### src/rtl/boundary_monitor.sv
// Registered region-boundary monitor: classifies each valid address into one of
// 2**R_LOG2 equal regions, flags boundary hits and tracks region changes.
module boundary_monitor #(
  parameter int unsigned N      = 16,
  parameter int unsigned R_LOG2 = 2,
  parameter int unsigned CNT_W  = 8
) (
  input  logic                   clk,
  input  logic                   rst,
  input  logic                   addr_valid,
  input  logic [N-1:0]           address,
  input  logic                   clear,
  output logic                   out_valid,
  output logic                   boundary_flag,
  output logic [R_LOG2-1:0]      region,
  output logic                   region_change,
  output logic                   first,
  output logic [CNT_W-1:0]       boundary_count,
  output logic [(2**R_LOG2)-1:0] hit_mask
);

  localparam int unsigned OFF_W   = N - R_LOG2;
  localparam int unsigned REGIONS = 2 ** R_LOG2;
  localparam logic [CNT_W-1:0] CNT_MAX = {CNT_W{1'b1}};

  typedef enum logic {
    IDLE  = 1'b0,
    TRACK = 1'b1
  } state_t;

  state_t              state;
  logic [R_LOG2-1:0]   last_region;

  logic [R_LOG2-1:0]   region_c;
  logic                on_boundary_c;
  logic                hit_c;

  // Region is the top slice; a boundary has an all-zero offset within its region.
  assign region_c      = address[N-1 -: R_LOG2];
  assign on_boundary_c = (address[OFF_W-1:0] == OFF_W'(0));
  assign hit_c         = addr_valid && on_boundary_c;

  always_ff @(posedge clk) begin
    if (rst) begin
      state          <= IDLE;
      last_region    <= '0;
      out_valid      <= 1'b0;
      boundary_flag  <= 1'b0;
      region         <= '0;
      region_change  <= 1'b0;
      first          <= 1'b0;
      boundary_count <= '0;
      hit_mask       <= '0;
    end else begin
      out_valid     <= addr_valid;
      boundary_flag <= hit_c;
      region_change <= 1'b0;
      first         <= 1'b0;

      // Tracking FSM; region and last_region hold across gaps.
      if (addr_valid) begin
        region      <= region_c;
        last_region <= region_c;
        case (state)
          IDLE: begin
            state <= TRACK;
            first <= 1'b1;
          end
          TRACK: begin
            region_change <= (region_c != last_region);
          end
          default: state <= IDLE;
        endcase
      end

      // Statistics; clear takes priority over a same-cycle hit.
      if (clear) begin
        boundary_count <= '0;
        hit_mask       <= '0;
      end else if (hit_c) begin
        if (boundary_count != CNT_MAX) begin
          boundary_count <= boundary_count + CNT_W'(1);
        end
        hit_mask[region_c] <= 1'b1;
      end
    end
  end

  // REGIONS must match the hit_mask width.
  if (REGIONS != $bits(hit_mask)) begin : g_width_guard
    $error("hit_mask width mismatch");
  end

endmodule

### config.mk
export PLATFORM = sky130hd
export DESIGN_NAME = boundary_monitor
export DESIGN_NICKNAME = d
export VERILOG_FILES = /design/src/rtl/boundary_monitor.sv
export SDC_FILE = /design/constraint.sdc
export NUM_CORES = 1
export LEC_CHECK = 0
export BUFFER_PORTS_ARGS = -buffer_cell sky130_fd_sc_hd__buf_2
export CAP_MARGIN = 0
export CELL_PAD_IN_SITES_DETAIL_PLACEMENT = 2
export CELL_PAD_IN_SITES_GLOBAL_PLACEMENT = 2
export CORE_MARGIN = 2
export CORE_UTILIZATION = 23
export CTS_CLUSTER_SIZE = 30
export DETAILED_ROUTE_END_ITERATION = 7
export MAX_ROUTING_LAYER = met4
export PLACE_DENSITY = 0.71
export SYNTH_ARGS = -nofsm -noshare
export SYNTH_HDL_FRONTEND = slang
export SYNTH_SLANG_ARGS = --single-unit
### constraint.sdc
create_clock -name clk -period 1.7 [get_ports clk]
set_input_delay 0.34 -clock clk [delete_from_list [all_inputs] [get_ports clk]]
set_output_delay 0.34 -clock clk [all_outputs]
set_load 0.02 [all_outputs]
## Word level (Yosys, flattened, before mapping)

Index checks and enable logic that the tools add are counted.

| cells by class | value |
|---|---|
| $add $sub $neg | 1 |
| reduce and logical (&&, ||, !) cells | 7 |
| eq/ne operators | 2 |
| bitwise operators | 3 |
| muxes and demuxes | 3 |
| magnitude comparators | 2 |

Operators with widths:

| kind | count |
|---|---|
| $logic_not 14->1 | 1 |
| $add 8x1->8 const B | 1 |
| $ne 8x8->1 const B | 1 |
| $or 4x4->4 | 1 |
| $reduce_or 2->1 | 2 |
| $lt 2x3->1 const B | 1 |
| $reduce_or 3->1 | 1 |
| $demux 1 s2 | 1 |
| $ge 2x1->1 const B | 1 |
| $logic_and 1x1->1 | 2 |
| $mux 1 | 2 |
| $ne 2x2->1 | 1 |
| $not 1->1 | 2 |
| $reduce_and 2->1 | 1 |

| word-level totals | value |
|---|---|
| flip-flop bits (word level) | 19 |
| logic and storage cells | 26 |

## Longest topological paths before layout

| logic depth | value |
|---|---|
| depth in word-level cells | 5 |
| mapped depth | 6 |
| gate-level depth less buffers | 5 |

## Worst setup path before layout

OpenSTA, ideal clock, no wires.

| timing path | value |
|---|---|
| path type | register to register |
| start | reg boundary_count[0] |
| end | reg boundary_count[3] |
| arrival time | 1762 ps |
| period minus slack after synthesis | 1832 ps |
| setup time | 71 ps |
| path slack | -132 ps |
| buffers on the path | 1 |
| stages on the path, launching flop included | 7 |
| cells stage by stage | dfxtp_1 -> ha_1 -> and4_4 -> and4_1 -> clkbuf_1 -> or4_1 -> a21oi_1 |

| on the way | value |
|---|---|
| cells in the longest elaborated chain, start to end | 2 |

RTL lines:

| item | line | text |
|---|---|---|
| start, declared | 18 | `output logic [CNT_W-1:0] boundary_count,` |
| start signal, assigned | 82 | `boundary_count <= boundary_count + CNT_W'(1);` |
| branches (longest 2 deep; another with $add 8x1->8) | - |  |

Several ways; the timed one is not identified.
A chain may end at the register's enable or synchronous reset.

## Final worst setup path

| timing path | value |
|---|---|
| start | reg boundary_count[0] |
| end | reg boundary_count[5] |

Same word-level chain as after synthesis.

==> impl_metrics.ini <==
[status]
status = finished clean

[sta]
period_minus_slack_ns = 1.64
relSlewSlack = 0.777
finalSetupTns_ns = 0
setup_viol = 0
setup_ws_ns = 0.0565
finalCritPeriodShare = 0.967
skew_ns = 0.00992
tightest_slew_ns = 0.330
finalHoldViolCount = 0
fmax_mhz = 608
slew_viol_final = 0
rsz0062_at_grt = false

[synthesis]
async_flop_share = 0
yosysWarnings = 0
yosysUniqueCellTypes = 34
synth.net_count = 110
synthTopCellsByArea = dfxtp_1 (45%), nor2_1 (4.9%), a31oi_1 (4.5%)
avgSynthCellArea_sq_um = 9.45
synth_edf_count = 0
synth_ff_type = dfxtp_1
yosysTopAreaCellShare = 0.452
netlist_area_sq_um = 841
yosysTopAreaCell = dfxtp_1
yosysSeqAreaShare = 0.452
synth-seq-cells = 19
synth_cells = 89

[finish]
drive_gt1_frac = 0.449
layout.cells.non_filler = 182
syn_to_final_growth_pct = 40.8
nFillCells = 400
final_area_sq_mm = 0.00118
nets = 158
multiInputGateArea_sq_um = 440
n_antenna_cell = 0
seqCellArea_sq_um = 385

[detailed_routing]
met1_length_mm = 1.16
dr_wl_met3_um = 94
routed_wl_mm = 2.91
drc_errors = 0
via_count = 893
top_layer = met4
routedWlPerCell_um = 16.0
ant_nets = 0
met2WireLength_mm = 1.59
first_iter_violations = 21
drt_pass1_iterations = 4
via_per_inst = 4.91

[setup_path]
cp.required_ns = 1.94
endpoint_kind = register
worstSetupStartpointType = register
cp_data_arrival_time_ns = 1.89
r2r_cells = 5
critPathKind = reg -> reg
crit_fanout = 5

[die]
die_w_um = 64.5
coreArea_sq_mm = 0.00342
fp-row-count = 21
die_h_um = 64.5
initial_core_util = 0.246
io_pins = 38
fp.dieArea_sq_mm = 0.00416

[min_path]
hold_class = in -> reg
whs_path_depth = 2

[place]
gp_congestion = 0.737
dp_hpwl_mm = 2.30
dp_cells = 177
port_buffers = 37
postPlaceCellArea_sq_mm = 0.00114
post-place-ws_ns = -0.127

[clock_tree]
clk_latency_ns = 0.31
cts_buffer_depth = 2
path_clk_slew_ns = 0.12
cts_buffers = 3
cts_root_buf = clkbuf_4
clkSinkCount = 19
cts_tree = built
htreeDepth = 1

[run]
drv_cap = 0

[grt]
grt_max_degree = 13
antenna_found_initial = 0
grt_overflow = 0
first_global_vias = 997
grt_pass1_wl_mm = 5.02
track_usage = 0.165

[power_and_ir_drop]
ir_drop_mv = 0.206
p_leak_nw = 0.528
p_per_area_mw_per_mm2 = 660
==> cells in the mapped netlist, drive strengths merged, types with 3 or more instances <==
library cell and number:
dfxtp 19, nor2 11, a31oi 6, a21oi 5, nand2 4, nand3 4, and4 3, inv 3
nor4 3
==> final cells by class <==
| type | count | share of cell area |
|---|---|---|
| multi-input combinational | 63 | 0.372 |
| inverter | 3 | 0.00951 |
| tap | 46 | 0.0486 |
| timing repair buffer | 47 | 0.220 |
| clock buffer | 3 | 0.0190 |
| sequential | 19 | 0.326 |
| clock inverter | 1 | 0.00529 |
==> power by group <==
group          switching [mW]  internal [mW]
Combinational          0.0422         0.0346
Sequential            0.00504          0.451
Clock                   0.157         0.0913
==> state kept, by name (all words and copies together) (netlist names) <==
name	flops
boundary_count	8
boundary_flag	1
first	1
hit_mask	4
last_region	2
out_valid	1
region_change	1
state	1
==> logic make-up (layout without fill, tap and decap cells) <==
kind of cell             after synthesis  in the layout  synth area share
AO/OA/AOI/OAI                         20             20             0.156
AND/OR/NAND/NOR                       38             38             0.290
buffers and inverters                  7             54            0.0417
XOR/XNOR                               2              2            0.0208
adder cells (fa/ha/maj)                1              1            0.0149
multiplexers                           2              2            0.0238
flip-flops                            19             19             0.452
==> cells in the final DEF, fill, tap and decap left out, drive strengths merged <==
master	instances
xnor2	2
inv	4
nor2b	2
or3	1
or2	1
o41ai	1
o31ai	2
nand2	4
nor4	3
a31oi	6
o31a	1
nor4b	2
mux2i	2
o311ai	1
a41o	1
o21ai	2
nand3	4
or4	2
ha	1
nor3	2
and4	3
nor2	11
a21oi	5
and3	1
clkbuf	3
a211oi	1
buf	47
dfxtp	19
nand4	2
==> final timing paths <==
check / slack, ns / start / end
min reg2reg: 0.47 / state / first
min: 0.26 / rst / boundary_flag
max reg2reg: 0.06 / boundary_count[0] / boundary_count[5]
max: 0.06 / boundary_count[0] / boundary_count[5]
==> stage by stage <==
| step | utilization | total power, mW | hold slack [ns] |
|---|---|---|---|
| after floorplan | - | 0.497 | 0.412 |
| after global placement | 0.335 | 0.540 | 0.434 |
| after detailed placement | 0.335 | 0.545 | 0.460 |
| after CTS | 0.347 | 0.791 | 0.260 |
| after global routing | 0.347 | 0.828 | 0.267 |
| final | 0.347 | 0.782 | 0.261 |
==> critical path: stages (launching register included) <==
cell and delay [ns]:
dfxtp_4 0.38, ha_4 0.17, and4_4 0.19, and4_4 0.21, or4_1 0.49, a21oi_1 0.15
==> routing by layer <==
layer	global-route usage	up-vias
met2	0.294	23
met3	0.0226	4
li1	-	429
met1	0.181	437
met5	-	-
met4	0.0798	0
==> repair_timing <==
action	CTS	global route
gates cloned	0	0
endpoints found under the setup margin	2	1
gates resized for setup	3	0
setup buffers	1	0
pin swaps	0	1
hold buffers	0	0
No activity file was read; power rests on OpenSTA's default activity.
